==> src/rtl/cpu_types_pkg.sv <==
// Shared CPU type definitions.
// RAM handshake states, data word, and RAM arbiter FSM states.
package cpu_types_pkg;

  typedef logic [31:0] word_t;

  typedef enum logic [1:0] {
    FREE,
    BUSY,
    ACCESS,
    ERROR
  } ramstate_t;

  typedef enum logic [1:0] {
    IDLE,
    IGNT,
    DGNT
  } arb_state_t;

endpackage

==> src/rtl/ram_arbiter.sv <==
// Shares the single RAM port between fetch and data requesters.
// Data has priority; a starvation counter forces fetch through.
module ram_arbiter
  import cpu_types_pkg::*;
#(
  parameter int STARVE_MAX = 4
) (
  input  logic      CLK,
  input  logic      nRST,
  input  logic      iREN,
  input  word_t     iaddr,
  output logic      iwait,
  output word_t     iload,
  input  logic      dREN,
  input  logic      dWEN,
  input  word_t     daddr,
  input  word_t     dstore,
  output logic      dwait,
  output word_t     dload,
  output logic      ramREN,
  output logic      ramWEN,
  output word_t     ramaddr,
  output word_t     ramstore,
  input  word_t     ramload,
  input  ramstate_t ramstate
);

  arb_state_t state, nxt;
  logic       g_wen;
  word_t      g_addr;
  word_t      g_store;
  logic [2:0] starve_cnt;
  logic       dreq;
  logic       force_i;
  logic       done;
  logic       live;

  assign dreq    = dREN | dWEN;
  assign force_i = iREN && (starve_cnt == 3'(STARVE_MAX));
  assign done    = (ramstate == ACCESS);

  always_ff @(posedge CLK or negedge nRST) begin
    if (!nRST) state <= IDLE;
    else       state <= nxt;
  end

  // A dropped request is a pipeline flush: release the grant.
  always_comb begin
    nxt = state;
    unique case (state)
      IDLE: begin
        if (dreq && !force_i) nxt = DGNT;
        else if (iREN)        nxt = IGNT;
        else                  nxt = IDLE;
      end
      IGNT: if (!iREN || done) nxt = IDLE;
      DGNT: if (!dreq || done) nxt = IDLE;
      default: nxt = IDLE;
    endcase
  end

  always_ff @(posedge CLK or negedge nRST) begin
    if (!nRST) begin
      g_wen   <= 1'b0;
      g_addr  <= '0;
      g_store <= '0;
    end else if (state == IDLE) begin
      if (nxt == DGNT) begin
        g_wen   <= dWEN;
        g_addr  <= daddr;
        g_store <= dstore;
      end else if (nxt == IGNT) begin
        g_wen   <= 1'b0;
        g_addr  <= iaddr;
        g_store <= '0;
      end
    end
  end

  always_ff @(posedge CLK or negedge nRST) begin
    if (!nRST) begin
      starve_cnt <= '0;
    end else if (state == IDLE) begin
      if (nxt == IGNT || !iREN)
        starve_cnt <= '0;
      else if (nxt == DGNT && starve_cnt != 3'(STARVE_MAX))
        starve_cnt <= starve_cnt + 3'd1;
    end
  end

  always_comb begin
    live = ((state == IGNT) && iREN) ||
           ((state == DGNT) && dreq);
    ramREN   = live && !g_wen;
    ramWEN   = live && g_wen;
    ramaddr  = g_addr;
    ramstore = g_store;
    iwait    = iREN && !((state == IGNT) && done);
    dwait    = dreq && !((state == DGNT) && done);
    iload    = ramload;
    dload    = ramload;
  end

endmodule

==> config.mk <==
export PLATFORM = sky130hd
export DESIGN_NAME = ram_arbiter
export DESIGN_NICKNAME = d
export VERILOG_FILES = /design/src/rtl/cpu_types_pkg.sv /design/src/rtl/ram_arbiter.sv
export SDC_FILE = /design/constraint.sdc
export NUM_CORES = 1
export LEC_CHECK = 0
export BUFFER_PORTS_ARGS = -buffer_cell sky130_fd_sc_hd__buf_2
export CAP_MARGIN = 40
export CORE_AREA = 2 2 103 105
export CTS_CLUSTER_SIZE = 28
export DETAILED_ROUTE_END_ITERATION = 7
export DIE_AREA = 0 0 105 107
export PLACE_DENSITY_LB_ADDON = 0.2
export REMOVE_ABC_BUFFERS = 1
export SYNTH_ARGS = -nofsm -noshare
export SYNTH_HDL_FRONTEND = slang
export SYNTH_SLANG_ARGS = --single-unit
==> constraint.sdc <==
create_clock -name CLK -period 3.1 [get_ports CLK]
set_input_delay 0.155 -clock CLK [delete_from_list [all_inputs] [get_ports CLK]]
set_output_delay 0.155 -clock CLK [all_outputs]
set_load 0.02 [all_outputs]
==> results.toml <==
[place]
portBuffers = 170
dpl.hpwl_um = 9550
placed_cells = 616
gp_congestion = 0.762

[die]
core_area_um2 = 10100
start_util_pct = 36.0
die-area_um2 = 11200
io_pins = 267
rows = 37
fp.dieH_um = 107
die_x_um = 105

[final_layout]
fin_util_pct = 43.2
layout_common_cells = "buf_2, nand2_1, dfrtp_1, nand3_1, mux2i_1"
diodes = 0
instances_no_fill = 633
area_growth_pct = 20.0
final_common_cell = "buf_2"
fin_nets = 631
drive_gt1_share_pct = 39.0

[synthesis]
netlist_instances = 392
yosysSeqAreaShare_pct = 48.2
avgSynthCellArea_um2 = 9.28
yosys_register_bits = 70
yosys.area.top_type_share_pct = 48.2
yosysTopAreaCell = "dfrtp_1"
synthTopCellsByArea = "dfrtp_1, buf_4, nand2_1"
synth_warnings = 0
synthDistinctLibCells = 28
synth_area_um2 = 3640

[worst_setup_path]
crit_buf_inv = 2
critical_path.slowest_cell = "dfrtp_1"
path_cells = "o21ba_2 -> a221oi_1 -> inv_1 -> ha_4 -> or3_2 -> buf_4 -> nand2_1 -> o21ai_0"
worstPathArrival_ns = 2.85
critPathMaxStageDelay_ns = 0.51
critPathRequiredTime_ns = 3.29
crit_fanout = 48
crit_family = "compound AO/OA/AOI/OAI gates"
startpoint_type = "flip-flop"
crit_type = "flip-flop to flip-flop"
crit_path_end_kind = "flip-flop"
r2r_setup_slack_ns = 0.44

[cts]
clk_latency_ns = 0.34
clock_path_buffers = 2
post_cts_resized = 0
cts_made_buffers = 9
clk_pin_slew_ns = 0.08
hold_buffers = 1
cts_tree = "built"
cts_sinks = 70
cts-root-buf = "clkbuf_8"
cts_setup_buffers = 0
h-tree-depth = 3

[routing]
wl_per_cell_um = 18.7
drc = 0
wirelength_um = 11900
vias = 2963
ant_nets = 0
drt_iter0_markers = 77
drtPass1Iterations = 4
via_per_inst = 4.68

[pwr]
p_leak_uw = 0.00245
power_frac_clock_pct = 20.0
p_sw_share_pct = 41.2
irDropWorstVdd_mv = 0.287
p_int_uw = 2340
powerDensity_nw_per_um2 = 915
power_frac_comb_pct = 41.4
power.switching_uw = 1650
p_seq_share_pct = 38.6

[sta]
max_freq_ghz = 0.376
finalClockSkew_ns = 0.0131
finalCritPeriodShare_pct = 85.8
worst_pin_slew_ns = 0.680
period_needed_ns = 2.66
drv_slew = 0
hold_viol = 0
finalSetupViolations = 0
rsz0062_at_grt = "no"
relSlewSlack_pct = 54.7

[global_routing]
grt-ovfl-total = 0
grt_pass1_wl_um = 17600
antenna_found_initial = 0
track_usage_pct = 21.5
grt_max_degree = 52
grt_pass1_vias = 2896

[outcome]
status = "complete, no violations"

[run]
drv_cap = 0

[min_path]
hold_class = "primary input to flip-flop"
## per-layer routing
metal | routed length, um | track usage, % | up-vias
met1 | 4200 | 21.5 | 1320
li1 | - | - | 1424
met4 | 49 | 4.67 | 0
met5 | 0 | 5.71 | -
met3 | 2380 | 20.4 | 6
met2 | 5220 | 32.2 | 213
## layout make-up
class	count	area (um2)
clock buffers	10	128
well taps	136	170
flip-flops and latches	70	1750
fillers	1064	5730
repair buffers	176	933
inverters	4	15.0
clock inverters	6	86.3
multi-input cells	231	1280
## synth_stat cells
| cell | instances |
|---|---|
| o21ai_1 | 8 |
| clkbuf_1 | 7 |
| a21boi_0 | 1 |
| o21a_1 | 1 |
| buf_6 | 4 |
| nor2b_1 | 4 |
| nand2b_1 | 2 |
| buf_4 | 64 |
| a221oi_1 | 1 |
| nand2_1 | 103 |
| mux2i_1 | 32 |
| nor3_2 | 1 |
| and3_1 | 1 |
| nand4_1 | 1 |
| dfrtp_1 | 70 |
| o221ai_1 | 1 |
| nor2_1 | 3 |
| a31oi_1 | 4 |
| nand3_1 | 35 |
| o21ai_0 | 24 |
| ha_1 | 4 |
| or3_1 | 1 |
| a22oi_1 | 1 |
| a21oi_1 | 1 |
| buf_2 | 12 |
| nand4b_1 | 1 |
| o21ba_2 | 1 |
| inv_1 | 4 |
## per-stage QoR
stage	cell area (um2)	TNS (ns)	total power (uW)	hold WS [ns]	setup slack, ns
final	4360	0	3990	0.0371	0.439
after global routing	4360	0	4300	0.0201	0.194
after CTS	4360	0	4050	0.0175	0.420
after detailed placement	4140	0	3240	0.0942	0.414
after global placement	4110	0	3200	0.310	0.553
after floorplan	3030	-7.42	2560	-0.141	-0.232
## kinds of logic (layout without fill, tap and decap cells)
family | Yosys count | count (layout) | synth area share [%]
adders and majority gates | 4 | 4 | 1.38
buffers and inverters | 91 | 196 | 17.2
and+or+nand+nor | 152 | 152 | 17.8
AOI/OAI and AO/OA | 43 | 43 | 6.61
muxes | 32 | 32 | 8.81
DFF | 70 | 70 | 48.2
## worst min-delay path, delay by kind of cell
kind                   cells  cell delay, ns
buffers and inverters      1            0.08
AND/OR/NAND/NOR            2            0.12
## sequential cells by signal, summed over array words and instances, names as in the netlist
name and cells:
g_wen 1, ramaddr 32, ramstore 32, starve_cnt 3, state 2
## final timing paths
kind	start	endpoint	cells after the start
min in group asynchronous	nRST	ramaddr[26]	2
setup / recovery	state[0]	ramaddr[2]	8
hold / removal	dstore[6]	ramstore[6]	3
setup reg to reg	state[0]	ramaddr[2]	8
max in group asynchronous	nRST	starve_cnt[0]	3
hold reg to reg	ramstore[17]	ramstore[17]	2
## power by group through the flow
stage	logic, uW	clock network (uW)	registers [uW]
global route	1830	873	1600
floorplan	544	0	2020
global placement	1650	0	1550
detailed placement	1680	0	1550
finish	1650	798	1540
CTS	1680	829	1540
(Power assumes the default switching activity.)
